$ cat src/rtl/spi_arb_pkg.sv
// Shared types and defaults for the two-requester serial sensor link controller.
// Holds the FSM state encoding, the requester id type and the round-robin pick.
package spi_arb_pkg;

  localparam int unsigned DEF_CLK_DIV    = 2;
  localparam int unsigned DEF_FRAME_BITS = 16;

  typedef enum logic [2:0] {
    IDLE  = 3'd0,
    SETUP = 3'd1,
    SHIFT = 3'd2,
    DONE  = 3'd3,
    QUIET = 3'd4
  } state_e;

  typedef logic req_id_t;

  // A lone request wins outright; a tie goes to whoever was not served last.
  function automatic req_id_t rr_pick(input logic [1:0] req, input req_id_t last);
    req_id_t pick;
    case (req)
      2'b01:   pick = 1'b0;
      2'b10:   pick = 1'b1;
      2'b11:   pick = ~last;
      default: pick = 1'b0;
    endcase
    return pick;
  endfunction

endpackage

$ cat src/rtl/spi_bit_timer.sv
// Half-period timer for sck: counts CLK_DIV clocks per phase and emits registered
// rise/fall ticks, alternating and starting with a rise after the cs setup phase.
module spi_bit_timer
  import spi_arb_pkg::*;
#(
  parameter int unsigned CLK_DIV = DEF_CLK_DIV
) (
  input  logic clk,
  input  logic rst_n,
  input  logic i_en,
  output logic o_rise_tick,
  output logic o_fall_tick
);

  localparam int unsigned CW = (CLK_DIV > 1) ? $clog2(CLK_DIV) : 1;
  localparam logic [CW-1:0] CNT_LAST = CW'(CLK_DIV - 1);

  logic [CW-1:0] r_cnt;
  logic          r_phase;
  logic          r_rise;
  logic          r_fall;
  logic          w_wrap;

  assign w_wrap = (r_cnt == CNT_LAST);

  // Phase counter; cleared whenever the FSM is outside SETUP/SHIFT.
  always_ff @(posedge clk or negedge rst_n) begin
    if (!rst_n) begin
      r_cnt   <= '0;
      r_phase <= 1'b0;
      r_rise  <= 1'b0;
      r_fall  <= 1'b0;
    end else if (!i_en) begin
      r_cnt   <= '0;
      r_phase <= 1'b0;
      r_rise  <= 1'b0;
      r_fall  <= 1'b0;
    end else begin
      r_cnt   <= w_wrap ? '0 : r_cnt + CW'(1);
      r_rise  <= w_wrap & ~r_phase;
      r_fall  <= w_wrap & r_phase;
      r_phase <= w_wrap ? ~r_phase : r_phase;
    end
  end

  assign o_rise_tick = r_rise & i_en;
  assign o_fall_tick = r_fall & i_en;

endmodule

$ cat src/rtl/spi_frame_arbiter.sv
// Owns the single serial sensor link and shares it round-robin between two
// requesters, running one MSB-first read frame per grant.
module spi_frame_arbiter
  import spi_arb_pkg::*;
#(
  parameter int unsigned CLK_DIV    = DEF_CLK_DIV,
  parameter int unsigned FRAME_BITS = DEF_FRAME_BITS
) (
  input  logic                  clk,
  input  logic                  rst_n,
  input  logic [1:0]            i_req,
  output logic [1:0]            o_ack,
  output logic                  o_rsp_valid,
  output req_id_t               o_rsp_id,
  output logic [FRAME_BITS-1:0] o_rsp_data,
  output logic                  o_busy,
  output logic                  o_cs,
  output logic                  o_sck,
  input  logic                  i_sdo
);

  localparam int unsigned BW = $clog2(FRAME_BITS + 1);
  localparam int unsigned QW = (CLK_DIV > 1) ? $clog2(CLK_DIV) : 1;
  localparam logic [BW-1:0] BITS_END   = BW'(FRAME_BITS);
  localparam logic [QW-1:0] QUIET_LAST = QW'(CLK_DIV - 1);

  state_e                r_state;
  state_e                w_next;
  req_id_t               r_id;
  req_id_t               r_last;
  logic [BW-1:0]         r_bit_cnt;
  logic [FRAME_BITS-1:0] r_shift;
  logic [QW-1:0]         r_quiet_cnt;
  logic                  r_cs;
  logic                  r_sck;
  logic                  r_busy;
  logic                  r_rsp_valid;
  logic [1:0]            r_ack;
  req_id_t               r_rsp_id;
  logic [FRAME_BITS-1:0] r_rsp_data;
  logic                  w_timer_en;
  logic                  w_rise;
  logic                  w_fall;
  logic                  w_bits_done;
  logic                  w_quiet_done;

  assign w_timer_en   = (r_state == SETUP) || (r_state == SHIFT);
  assign w_bits_done  = (r_bit_cnt == BITS_END);
  assign w_quiet_done = (r_quiet_cnt == QUIET_LAST);

  spi_bit_timer #(
    .CLK_DIV (CLK_DIV)
  ) u_bit_timer (
    .clk         (clk),
    .rst_n       (rst_n),
    .i_en        (w_timer_en),
    .o_rise_tick (w_rise),
    .o_fall_tick (w_fall)
  );

  // FSM state register.
  always_ff @(posedge clk or negedge rst_n) begin
    if (!rst_n) begin
      r_state <= IDLE;
    end else begin
      r_state <= w_next;
    end
  end

  // SHIFT ends on the rise tick that would start period FRAME_BITS+1.
  always_comb begin
    w_next = r_state;
    case (r_state)
      IDLE:    if (|i_req) w_next = SETUP; else w_next = IDLE;
      SETUP:   if (w_rise) w_next = SHIFT; else w_next = SETUP;
      SHIFT:   if (w_rise && w_bits_done) w_next = DONE; else w_next = SHIFT;
      DONE:    w_next = QUIET;
      QUIET:   if (w_quiet_done) w_next = IDLE; else w_next = QUIET;
      default: w_next = IDLE;
    endcase
  end

  // Link pins, arbiter, shift register and response registers.
  always_ff @(posedge clk or negedge rst_n) begin
    if (!rst_n) begin
      r_cs        <= 1'b1;
      r_sck       <= 1'b0;
      r_busy      <= 1'b0;
      r_ack       <= 2'b00;
      r_rsp_valid <= 1'b0;
      r_rsp_id    <= 1'b0;
      r_rsp_data  <= '0;
      r_id        <= 1'b0;
      r_last      <= 1'b1;
      r_bit_cnt   <= '0;
      r_shift     <= '0;
      r_quiet_cnt <= '0;
    end else begin
      r_ack       <= 2'b00;
      r_rsp_valid <= 1'b0;
      r_busy      <= (w_next != IDLE);
      r_quiet_cnt <= (r_state == QUIET) ? r_quiet_cnt + QW'(1) : '0;
      case (r_state)
        IDLE: begin
          r_cs  <= 1'b1;
          r_sck <= 1'b0;
          if (|i_req) begin
            r_id      <= rr_pick(i_req, r_last);
            r_bit_cnt <= '0;
            r_shift   <= '0;
          end
        end
        SETUP: begin
          r_cs <= 1'b0;
          if (w_rise) r_sck <= 1'b1;
        end
        SHIFT: begin
          r_cs <= 1'b0;
          if (w_rise && !w_bits_done) begin
            r_sck <= 1'b1;
          end else if (w_fall) begin
            r_sck     <= 1'b0;
            r_shift   <= {r_shift[FRAME_BITS-2:0], i_sdo};
            r_bit_cnt <= r_bit_cnt + BW'(1);
          end
        end
        DONE: begin
          r_cs        <= 1'b1;
          r_sck       <= 1'b0;
          r_rsp_data  <= r_shift;
          r_rsp_valid <= 1'b1;
          r_rsp_id    <= r_id;
          r_ack       <= (r_id == 1'b1) ? 2'b10 : 2'b01;
          r_last      <= r_id;
        end
        QUIET: begin
          r_cs  <= 1'b1;
          r_sck <= 1'b0;
        end
        default: begin
          r_cs  <= 1'b1;
          r_sck <= 1'b0;
        end
      endcase
    end
  end

  assign o_cs        = r_cs;
  assign o_sck       = r_sck;
  assign o_busy      = r_busy;
  assign o_ack       = r_ack;
  assign o_rsp_valid = r_rsp_valid;
  assign o_rsp_id    = r_rsp_id;
  assign o_rsp_data  = r_rsp_data;

endmodule

$ cat config.mk
export PLATFORM = sky130hd
export DESIGN_NAME = spi_frame_arbiter
export DESIGN_NICKNAME = d
export VERILOG_FILES = /design/src/rtl/spi_arb_pkg.sv /design/src/rtl/spi_bit_timer.sv /design/src/rtl/spi_frame_arbiter.sv
export SDC_FILE = /design/constraint.sdc
export NUM_CORES = 1
export LEC_CHECK = 0
export CAP_MARGIN = 30
export CORE_UTILIZATION = 31
export CTS_BUF_LIST = sky130_fd_sc_hd__clkbuf_8 sky130_fd_sc_hd__clkbuf_16
export DETAILED_ROUTE_END_ITERATION = 6
export HOLD_SLACK_MARGIN = 0.03
export SLEW_MARGIN = 20
export SYNTH_ARGS = -nofsm -noshare
export SYNTH_HDL_FRONTEND = slang
export SYNTH_SLANG_ARGS = --single-unit
$ cat constraint.sdc
create_clock -name clk -period 1.8 [get_ports clk]
set_input_delay 0.36 -clock clk [delete_from_list [all_inputs] [get_ports clk]]
set_output_delay 0.36 -clock clk [all_outputs]
set_load 0.005 [all_outputs]
# ---- After elaboration in Yosys (flattened, before gate mapping)
# Cells that the tools add are included.
dict set report totals {
  ff_bits 54
  inputBits 5
  output_inout_bits 23
  elab_cells 80
}
dict set report classes {
  add_sub_neg 3
  eq_ne 13
  n_mux 29
  bitwise_logic 6
  n_reduce_logical 12
}
# cell n
set ops {}
lappend ops {{16-bit 2-to-1 mux} 3}
lappend ops {{16-bit one-hot mux with 2 select lines} 1}
lappend ops {{5-bit 2-to-1 mux} 3}
lappend ops {{3-bit one-hot mux with 5 select lines} 1}
lappend ops {{1-bit 2-to-1 mux} 14}
lappend ops {{5-bit one-hot mux with 2 select lines} 1}
lappend ops {{2-bit != test (second input constant)} 4}
lappend ops {{3-bit by 2-bit equality test with 1-bit output (second input constant)} 2}
lappend ops {{2-bit 2-to-1 mux} 3}
lappend ops {{5-bit by 1-bit adder with 5-bit output (second input constant)} 1}
lappend ops {{5-bit equality test (second input constant)} 1}
lappend ops {{1-bit AND} 4}
lappend ops {{2-bit equality test (second input constant)} 2}
lappend ops {{1-bit one-hot mux with 2 select lines} 2}
lappend ops {{2-bit AND reduction} 2}
lappend ops {{4-bit AND reduction} 1}
lappend ops {{2-bit OR reduction} 2}
lappend ops {{3-bit by 1-bit equality test with 1-bit output (second input constant)} 1}
lappend ops {{3-bit equality test (second input constant)} 1}
lappend ops {{3-bit logical NOT} 1}
lappend ops {{3-bit 2-to-1 mux} 1}
lappend ops {{3-bit by 1-bit != test with 1-bit output (second input constant)} 1}
lappend ops {{3-bit nonzero test} 1}
lappend ops {{1-bit adder (second input constant)} 2}
lappend ops {{6 further kinds} 8}

# ---- Logic depth before layout (Yosys ltp)
# Gate-level depths: netlist of the first run.
dict set report depth {
  depth_word 7
  depth_mapped 8
  depth_no_buf 6
}

# ---- By module
# Synthesis of the first run repeated with hierarchy kept, for this count alone.
dict set report hier_totals {
  cells_unflattened 196
  area_unflattened_um2 2198.4
}
# mod instances cells_each area_each_um2 seq_area_each_um2
set by_module_without_submodules {}
lappend by_module_without_submodules {spi_frame_arbiter 1 184 2047.0 1253.7}
lappend by_module_without_submodules {spi_bit_timer 1 12 151.4 100.1}

# ---- Worst setup path before layout of the first run
# No wires, ideal clock.
dict set report synth_path {
  kind {register -> register}
  start {register r_bit_cnt[0]}
  end {register r_shift[10]}
  setup_time_ps 121
  arrival_ps 1573
  required_ps 1679
  setup_slack_ps 106
  stages_incl_launch_ff 8
  path_buffers 2
  period_less_slack_ps 1694
  cell_sequence {dfrtp_1 -> inv_1 -> ha_1 -> and4bb_2 -> o2111a_1 -> clkbuf_8 -> buf_6 -> a22o_1}
}
dict set report synth_via {
  elab_chain_cells 5
}
# element line_no
set synth_rtl {}
lappend synth_rtl {{start, declared} spi_frame_arbiter.sv:31} ;# logic [BW-1:0] r_bit_cnt;
lappend synth_rtl {{start signal, assigned} spi_frame_arbiter.sv:124} ;# r_bit_cnt <= r_bit_cnt + BW'(1);
lappend synth_rtl {{5-bit equality test} spi_frame_arbiter.sv:48} ;# assign w_bits_done = (r_bit_cnt == BITS_END);
lappend synth_rtl {{1-bit logical NOT} spi_frame_arbiter.sv:119} ;# if (w_rise && !w_bits_done) begin
lappend synth_rtl {{1-bit logical AND} spi_frame_arbiter.sv:119}
lappend synth_rtl {{2-bit != test (no line)} --}
lappend synth_rtl {{4-bit AND reduction (no line)} --}
lappend synth_rtl {{end signal, assigned} spi_frame_arbiter.sv:123} ;# r_shift <= {r_shift[FRAME_BITS-2:0], i_sdo};
lappend synth_rtl {{end, declared} spi_frame_arbiter.sv:32} ;# logic [FRAME_BITS-1:0] r_shift;
# No other way between the ends.
# A chain may end at the register's enable or synchronous reset.

# ---- Final worst setup path of the first run
dict set report layout_path {
  start {input i_req[1]}
  end {register r_bit_cnt[0]}
}
dict set report layout_via {
  elab_chain_cells 3
}
# element line_no
set layout_rtl {}
lappend layout_rtl {{start, declared} spi_frame_arbiter.sv:11} ;# input logic [1:0] i_req,
lappend layout_rtl {{2-bit OR reduction} spi_frame_arbiter.sv:107} ;# if (|i_req) begin
lappend layout_rtl {{2-bit != test (no line)} --}
lappend layout_rtl {{4-bit AND reduction (no line)} --}
# No other way between the ends.

==> results.sh, run 1 <==
export IMPL_drt_initial_drc_count=84
export IMPL_vias=1474
export IMPL_endpoint_kind="flip-flop"
export IMPL_dieArea_um2=7340
export IMPL_slew_headroom_pct=74.1
export IMPL_cp_required_ns=2.01
export IMPL_cts_root_buf="clkbuf_8"
export IMPL_critical_path_arrival_ns=1.94
export IMPL_clk_latency_ns=0.31
export IMPL_cts_buffer_depth=2
export IMPL_wl_per_cell_um=12.7
export IMPL_ys_flop_type="dfrtp_1"
export IMPL_syn_inst=193
export IMPL_maxCapViolCount=0
export IMPL_final_cell_mix="nand2_1, dfrtp_1, clkdlybuf4s50_1, a22o_1, buf_4"
export IMPL_ios=28
export IMPL_outcome="finished with violations"
export IMPL_firstDrtPassIters=6
export IMPL_overflow=0
export IMPL_drtAntennaViolNets=0
export IMPL_hold_path_class="reg2reg"
export IMPL_via_per_inst=4.47
export IMPL_io_buffer_count=27
export IMPL_fin_ws_ns=0.0679
export IMPL_die_x_um=85.7
export IMPL_r2r_slack_ns=0.12
export IMPL_cp_max_fo=9
export IMPL_period_share_pct=96.2
export IMPL_fp_row_count=30
export IMPL_drive_gt1_share_pct=15.8
export IMPL_dp_hpwl_mm=2.71
export IMPL_hold_viol=0
export IMPL_grt_antenna_before_repair=0
export IMPL_period_minus_slack_ns=1.73
export IMPL_grtUsageTotal_pct=12.4
export IMPL_maxSlewViolCount=0
export IMPL_routed_wl_mm=4.19
export IMPL_setup_viol=0
export IMPL_cts_tree="done"
export IMPL_syn_nets=200
export IMPL_htreeDepth=2
export IMPL_worst_pin_slew_ns=0.385
export IMPL_post_cts_buffers=0
export IMPL_gp_congestion=0.775
export IMPL_violations="design-rule violations"
export IMPL_start_util_pct=31.9
export IMPL_critPathKind="in2reg"
export IMPL_synth_distinct_cells=37
export IMPL_grt_pass1_vias=1517
export IMPL_dp_slack_ns=-0.311
export IMPL_yosysWarnings=0
export IMPL_layout_commonest_cell="nand2_1"
export IMPL_grt_max_degree=41
export IMPL_cts_made_buffers=5
export IMPL_synth_area_per_cell_um2=11.2
export IMPL_start_kind="primary input"
export IMPL_syn_area_um2=2170
export IMPL_clk_pin_slew_worst_paths_ns=0.11
export IMPL_synth_seq_cells=54
export IMPL_p_per_area_nw_per_um2=1140
export IMPL_synth_edf_count=0
export IMPL_fmax_ghz=0.577
export IMPL_core_um2=6790
export IMPL_diodes=0
export IMPL_rsz0062_at_grt="false"
export IMPL_drc=1
export IMPL_nets=240
export IMPL_cts_sinks=54
export IMPL_die_h_um=85.7
export IMPL_grt_pass1_wl_mm=7.29
export IMPL_p_leak_uw=0.00131
export IMPL_peakVddDrop_uv=611
export IMPL_worst_clock_skew_ns=0.0119
export IMPL_yosysSeqAreaShare_pct=62.4
export IMPL_final_core_util_pct=40.2
export IMPL_ys_async_sr_fraction_pct=100
export IMPL_syn2layout_area_growth_pct=25.8
==> worst max-delay path, stage by stage <==
cell and delay (ns):
clkdlybuf4s50_1 0.48, nor3_1 0.06, or4_4 0.52, o21bai_4 0.25, mux2_2 0.28
==> path summary, 6_finish.rpt <==
| path | depth (start not counted) | startpoint | endpoint |
|---|---|---|---|
| min in group asynchronous | 2 | rst_n | o_rsp_valid$_DFF_PN0_ |
| max | 5 | i_req[1] | r_bit_cnt[0]$_DFFE_PN0P_ |
| max in group asynchronous | 3 | rst_n | o_cs$_DFF_PN1_ |
| max reg2reg | 6 | r_bit_cnt[1]$_DFFE_PN0P_ | r_bit_cnt[1]$_DFFE_PN0P_ |
| min reg2reg | 1 | r_quiet_cnt$_DFF_PN0_ | r_quiet_cnt$_DFF_PN0_ |
| min | 1 | r_quiet_cnt$_DFF_PN0_ | r_quiet_cnt$_DFF_PN0_ |
==> flip-flops by register name, summed over array words and instances (netlist names) <==
register and cells:
o_ack 2, r_state 3, o_sck 1, r_last 1
r_bit_cnt 5, u_bit_timer.r_rise 1, r_id 1, r_quiet_cnt 1
u_bit_timer.r_cnt 1, o_busy 1, o_cs 1, o_rsp_data 16
u_bit_timer.r_phase 1, u_bit_timer.r_fall 1, o_rsp_valid 1, r_shift 16
o_rsp_id 1
==> repair_timing <==
| item | CTS | global route |
|---|---|---|
| hold buffers | 1 | 0 |
| setup endpoints to repair | 0 | 1 |
| hold endpoints to repair | 14 | 0 |
| gates resized for setup | 0 | 1 |
==> kinds of logic after synthesis <==
family | synth area share (%)
DFF | 62.4
AOI/OAI and AO/OA | 12.6
muxes | 0.519
xor gates and xnor gates | 0.808
buffers and inverters | 3.98
and+or+nand+nor | 18.5
adders and majority gates | 1.15
==> power breakdown <==
part,switching (uW),internal [uW]
logic,486,430
clock network,422,289
registers,99.9,1380
total,1010,2100
==> layout make-up <==
| class | instances | area [um^2] |
|---|---|---|
| multi-input cells | 126 | 744 |
| clock inverters | 3 | 28.8 |
| repair buffers | 40 | 390 |
| fillers | 675 | 4070 |
| flip-flops and latches | 54 | 1350 |
| clock buffers | 5 | 68.8 |
| inverters | 6 | 22.5 |
| well taps | 96 | 120 |
==> stage by stage <==
step | hold slack, ns | instance area [um^2] | TNS [ns] | total power [uW] | std cells
finish | 0.435 | 2730 | 0 | 3110 | 330
CTS | 0.443 | 2710 | 0 | 3140 | 329
detailed placement | 0.302 | 2610 | -5.05 | 2400 | 320
floorplan | 0.0644 | 2170 | 0 | 2050 | 193
global route | 0.465 | 2730 | 0 | 3330 | 330
global placement | 0.297 | 2610 | -4.57 | 2390 | 320
==> cells in the mapped netlist, types with 2 or more instances <==
| cell | n | area, um^2 |
|---|---|---|
| nor2b_1 | 2 | 12.5 |
| inv_1 | 5 | 18.8 |
| ha_1 | 2 | 25.0 |
| nor3_1 | 2 | 10.0 |
| nor2_1 | 8 | 30.0 |
| o21ai_0 | 7 | 35.0 |
| a21oi_1 | 2 | 10.0 |
| nand2_1 | 59 | 221 |
| buf_6 | 3 | 33.8 |
| dfstp_2 | 2 | 52.6 |
| or3_1 | 4 | 25.0 |
| nor3b_1 | 2 | 15.0 |
| a22o_2 | 7 | 70.1 |
| a21boi_1 | 2 | 15.0 |
| a22o_1 | 10 | 87.6 |
| dfrtp_1 | 52 | 1300 |
| clkbuf_1 | 3 | 11.3 |
| nand4_1 | 2 | 12.5 |
==> routing by layer <==
metal	global-route usage [%]	part of all wire, %
met1	17.2	47
met2	19.6	48
met3	2.69	3.5
met4	3.64	0.84
met5	0	0
Power figures use the tool's default switching activity.
==> run 2: changes to the inputs <==
Settings changed: SETUP_SLACK_MARGIN set to 0.1.
==> results.sh, run 2 (synthesis results as in run 1) <==
export IMPL_via_per_inst=4.56
export IMPL_firstDrtPassIters=6
export IMPL_period_minus_slack_ns=1.65
export IMPL_core_um2=6790
export IMPL_final_cell_mix="nand2_1, dfrtp_1, clkdlybuf4s50_1, buf_4, a22o_1"
export IMPL_routed_wl_mm=4.27
export IMPL_reg2reg_from="r_state[1]$_DFF_PN0_"
export IMPL_maxSlewViolCount=0
export IMPL_grt_pass1_wl_mm=7.45
export IMPL_cts_sinks=54
export IMPL_violations="design-rule violations"
export IMPL_layout_commonest_cell="nand2_1"
export IMPL_fp_row_count=30
export IMPL_wl_met2_mm=2.04
export IMPL_drive_gt1_share_pct=17.7
export IMPL_drt_initial_drc_count=82
export IMPL_wl_met1_mm=2.06
export IMPL_drc=1
export IMPL_htreeDepth=2
export IMPL_hp_start="r_quiet_cnt$_DFF_PN0_"
export IMPL_die_h_um=85.7
export IMPL_worst_pin_slew_ns=0.384
export IMPL_r2r_end="r_bit_cnt[0]$_DFFE_PN0P_"
export IMPL_vias=1518
export IMPL_grt_max_degree=41
export IMPL_peakVddDrop_uv=579
export IMPL_clk_latency_ns=0.31
export IMPL_p_leak_uw=0.00133
export IMPL_finalSetupTns_ns=0
export IMPL_syn2layout_area_growth_pct=27.9
export IMPL_cts_tree="done"
export IMPL_stdcell_area_um2=2770
export IMPL_cts_buffer_depth=2
export IMPL_worst_clock_skew_ns=0.0115
export IMPL_layout_cells_non_filler=333
export IMPL_dp_hpwl_mm=2.71
export IMPL_highest_layer="met4"
export IMPL_grt_antenna_before_repair=0
export IMPL_crit_start="r_state[1]$_DFF_PN0_"
export IMPL_outcome="finished with violations"
export IMPL_endpoint_kind="flip-flop"
export IMPL_critPathKind="reg2reg"
export IMPL_start_kind="flip-flop"
export IMPL_hold_path_class="reg2reg"
export IMPL_r2r_slack_ns=0.15
export IMPL_cts_root_buf="clkbuf_8"
export IMPL_period_share_pct=91.8
export IMPL_drtAntennaViolNets=0
export IMPL_wl_per_cell_um=12.8
export IMPL_ios=28
export IMPL_clk_pin_slew_worst_paths_ns=0.11
export IMPL_cts_made_buffers=5
export IMPL_maxCapViolCount=0
export IMPL_setup_viol=0
export IMPL_worst_r2r_path_depth=4
export IMPL_start_util_pct=31.9
export IMPL_wl_met3_um=135
export IMPL_cp_required_ns=2.01
export IMPL_slew_headroom_pct=74.1
export IMPL_nets=243
export IMPL_fmax_ghz=0.605
export IMPL_p_per_area_nw_per_um2=1140
export IMPL_cp_max_fo=6
export IMPL_overflow=0
export IMPL_grtUsageTotal_pct=12.8
export IMPL_io_buffer_count=27
export IMPL_grt_pass1_vias=1531
export IMPL_n_fill_cell=670
export IMPL_dieArea_um2=7340
export IMPL_hold_viol=0
export IMPL_gp_congestion=0.775
export IMPL_dp_cells=320
export IMPL_rsz0062_at_grt="false"
export IMPL_endpoint="r_bit_cnt[0]$_DFFE_PN0P_"
export IMPL_fin_ws_ns=0.148
export IMPL_critical_path_arrival_ns=1.86
export IMPL_dp_slack_ns=-0.311
export IMPL_placed_area_um2=2610
export IMPL_diodes=0
export IMPL_die_x_um=85.7
==> run 2: worst min-delay path by stage <==
stage	end	cells after the start
global route	r_quiet_cnt$_DFF_PN0_	1
CTS	r_quiet_cnt$_DFF_PN0_	1
detailed placement	o_rsp_valid$_DFF_PN0_	1
floorplan	o_ack[0]$_DFF_PN0_	0
finish	r_quiet_cnt$_DFF_PN0_	1
global placement	o_rsp_valid$_DFF_PN0_	1
==> run 2: worst max-delay path: stages, from the launching register on <==
cell and delay (ns):
dfrtp_1 0.41, nor2b_1 0.13, or4_4 0.52, o21bai_4 0.23
mux2_2 0.27
==> run 2: report_power, final <==
part           internal, uW  switching, uW  total [uW]
combinational           454            497         952
clock                   289            426         715
sequential             1380            104        1480
==> run 2: cell type report <==
class                      count  area, um^2  area share [%]
sequential                    54        1350            48.8
multi-input combinational    127         776            28.0
timing repair buffer          42         404            14.6
tap                           96         120            4.33
clock buffer                   5        68.8            2.48
clock inverter                 3        28.8            1.04
inverter                       6        22.5           0.812
==> run 2: per-stage QoR <==
step	util, %	power, uW	hold WS, ns
after global routing	40.8	3360	0.465
final	40.8	3150	0.433
after floorplan	-	2050	0.0644
after detailed placement	38.4	2400	0.302
after CTS	40.1	3150	0.443
after global placement	38.4	2390	0.297
==> run 2: metal layers <==
metal	up-vias	GRT usage [%]
met5	-	0
met4	0	3.64
met3	4	2.79
met2	22	20.8
met1	747	17.2
li1	745	-
==> run 2: what timing repair did <==
action / 4_1_cts / 5_1_grt
endpoints found under the hold margin: 14 / 0
hold buffers: 1 / 0
pin swaps: 0 / 6
cloned: 1 / 1
gates resized for setup: 2 / 3
setup buffers: 0 / 2
endpoints found under the setup margin: 10 / 22
==> run 3: changes to the inputs <==
Settings changed: CORE_MARGIN set to 2.
==> results.sh, run 3 (synthesis results as in run 1) <==
export IMPL_dp_slack_ns=-0.312
export IMPL_use_met3_pct=2.92
export IMPL_fin_ws_ns=0.138
export IMPL_final_cell_mix="nand2_1, dfrtp_1, clkdlybuf4s50_1, buf_4, a22o_1"
export IMPL_cp_required_ns=2.00
export IMPL_syn2layout_area_growth_pct=27.6
export IMPL_grt_antenna_before_repair=0
export IMPL_overflow=0
export IMPL_outcome="completed"
export IMPL_slew_headroom_pct=75.6
export IMPL_ios=28
export IMPL_hold_viol=0
export IMPL_grt_busiest_layer="met2"
export IMPL_critPathKind="reg2reg"
export IMPL_drtAntennaViolNets=0
export IMPL_grt_pass1_wl_mm=7.16
export IMPL_drt_initial_drc_count=85
export IMPL_layout_commonest_cell="nand2_1"
export IMPL_firstDrtPassIters=7
export IMPL_layout_cells_non_filler=334
export IMPL_met1_usage_pct=16.7
export IMPL_gp_congestion=0.817
export IMPL_cts_sinks=54
export IMPL_via_per_inst=4.51
export IMPL_wl_per_cell_um=12.7
export IMPL_cts_buffer_depth=2
export IMPL_htreeDepth=2
export IMPL_clk_pin_slew_worst_paths_ns=0.10
export IMPL_power_uw=3120
export IMPL_start_util_pct=31.9
export IMPL_diodes=0
export IMPL_dp_hpwl_mm=2.77
export IMPL_drc=0
export IMPL_cts_root_buf="clkbuf_8"
export IMPL_die_x_um=87.7
export IMPL_vias=1505
export IMPL_maxSlewViolCount=0
export IMPL_period_minus_slack_ns=1.66
export IMPL_period_share_pct=92.3
export IMPL_peakVddDrop_uv=619
export IMPL_critical_path_arrival_ns=1.86
export IMPL_routed_wl_mm=4.25
export IMPL_p_per_area_nw_per_um2=1130
export IMPL_clk_latency_ns=0.31
export IMPL_fmax_ghz=0.602
export IMPL_grt_use_met2_pct=18.4
export IMPL_endpoint_kind="flip-flop"
export IMPL_fp_row_count=30
export IMPL_nets=244
export IMPL_dieArea_um2=7680
export IMPL_cp_max_fo=6
export IMPL_start_kind="flip-flop"
export IMPL_worst_clock_skew_ns=0.00902
export IMPL_core_um2=6790
export IMPL_rsz0062_at_grt="true"
export IMPL_grt_pass1_vias=1516
export IMPL_io_buffer_count=27
export IMPL_r2r_slack_ns=0.14
export IMPL_maxCapViolCount=0
export IMPL_cts_made_buffers=5
export IMPL_drive_gt1_share_pct=17.2
export IMPL_worst_pin_slew_ns=0.363
export IMPL_cts_tree="done"
export IMPL_grt_max_degree=41
export IMPL_p_leak_uw=0.00133
export IMPL_setup_viol=0
export IMPL_dp_cells=320
export IMPL_grtUsageTotal_pct=12.0
export IMPL_hold_path_class="reg2reg"
export IMPL_die_h_um=87.7
==> run 3: cell types whose count changed in the layout (fill, tap and decap cells not counted), sizes merged <==
cell	previous run	this run
buf	15	16
==> run 3: routing by layer <==
layer / vias to the layer above / wire length [um]
li1: 749 / -
met1: 729 / 2050
met2: 22 / 2010
met3: 5 / 133
met4: 0 / 63
met5: - / 0
==> run 3: layout make-up <==
cell class	count	area [um^2]
clock buffer	5	68.8
clock inverter	3	28.8
sequential	54	1350
tap	96	120
multi-input combinational	127	763
fill	670	4030
timing repair buffer	43	412
inverter	6	22.5
==> run 3: repair_timing <==
action,CTS,global route
resized for setup,2,1
hold buffers,1,0
setup endpoints to repair,7,15
hold endpoints to repair,14,0
cloned,2,0
setup buffers,1,2
pin swaps,3,2
==> run 3: where the power goes <==
group	internal, uW	switching, uW
Clock	289	414
Sequential	1380	96.6
Combinational	446	498
Total	2110	1010
==> run 3: path summary, 6_finish.rpt <==
| path | from | end | depth (start not counted) |
|---|---|---|---|
| max in group asynchronous | rst_n | r_last$_DFFE_PN1P_ | 3 |
| setup reg to reg | r_state[1]$_DFF_PN0_ | r_bit_cnt[0]$_DFFE_PN0P_ | 4 |
| min in group asynchronous | rst_n | o_rsp_valid$_DFF_PN0_ | 2 |
| setup / recovery | r_state[1]$_DFF_PN0_ | r_bit_cnt[0]$_DFFE_PN0P_ | 4 |
| hold reg to reg | r_quiet_cnt$_DFF_PN0_ | r_quiet_cnt$_DFF_PN0_ | 1 |
| hold / removal | r_quiet_cnt$_DFF_PN0_ | r_quiet_cnt$_DFF_PN0_ | 1 |
==> run 3: per-stage QoR <==
step                cell area (um^2)  TNS [ns]  hold slack, ns  util [%]
floorplan                       2170         0          0.0644         -
global placement                2610     -4.49           0.296      38.4
detailed placement              2610     -5.00           0.302      38.4
CTS                             2750         0           0.433      40.4
global route                    2770         0           0.457      40.8
finish                          2770         0           0.426      40.8
==> run 3: critical path, cell delays in order, from the launching register on <==
cell and delay [ns]:
dfrtp_1 0.40, nor2b_1 0.13, or4_4 0.52, o21bai_4 0.22, mux2_2 0.27
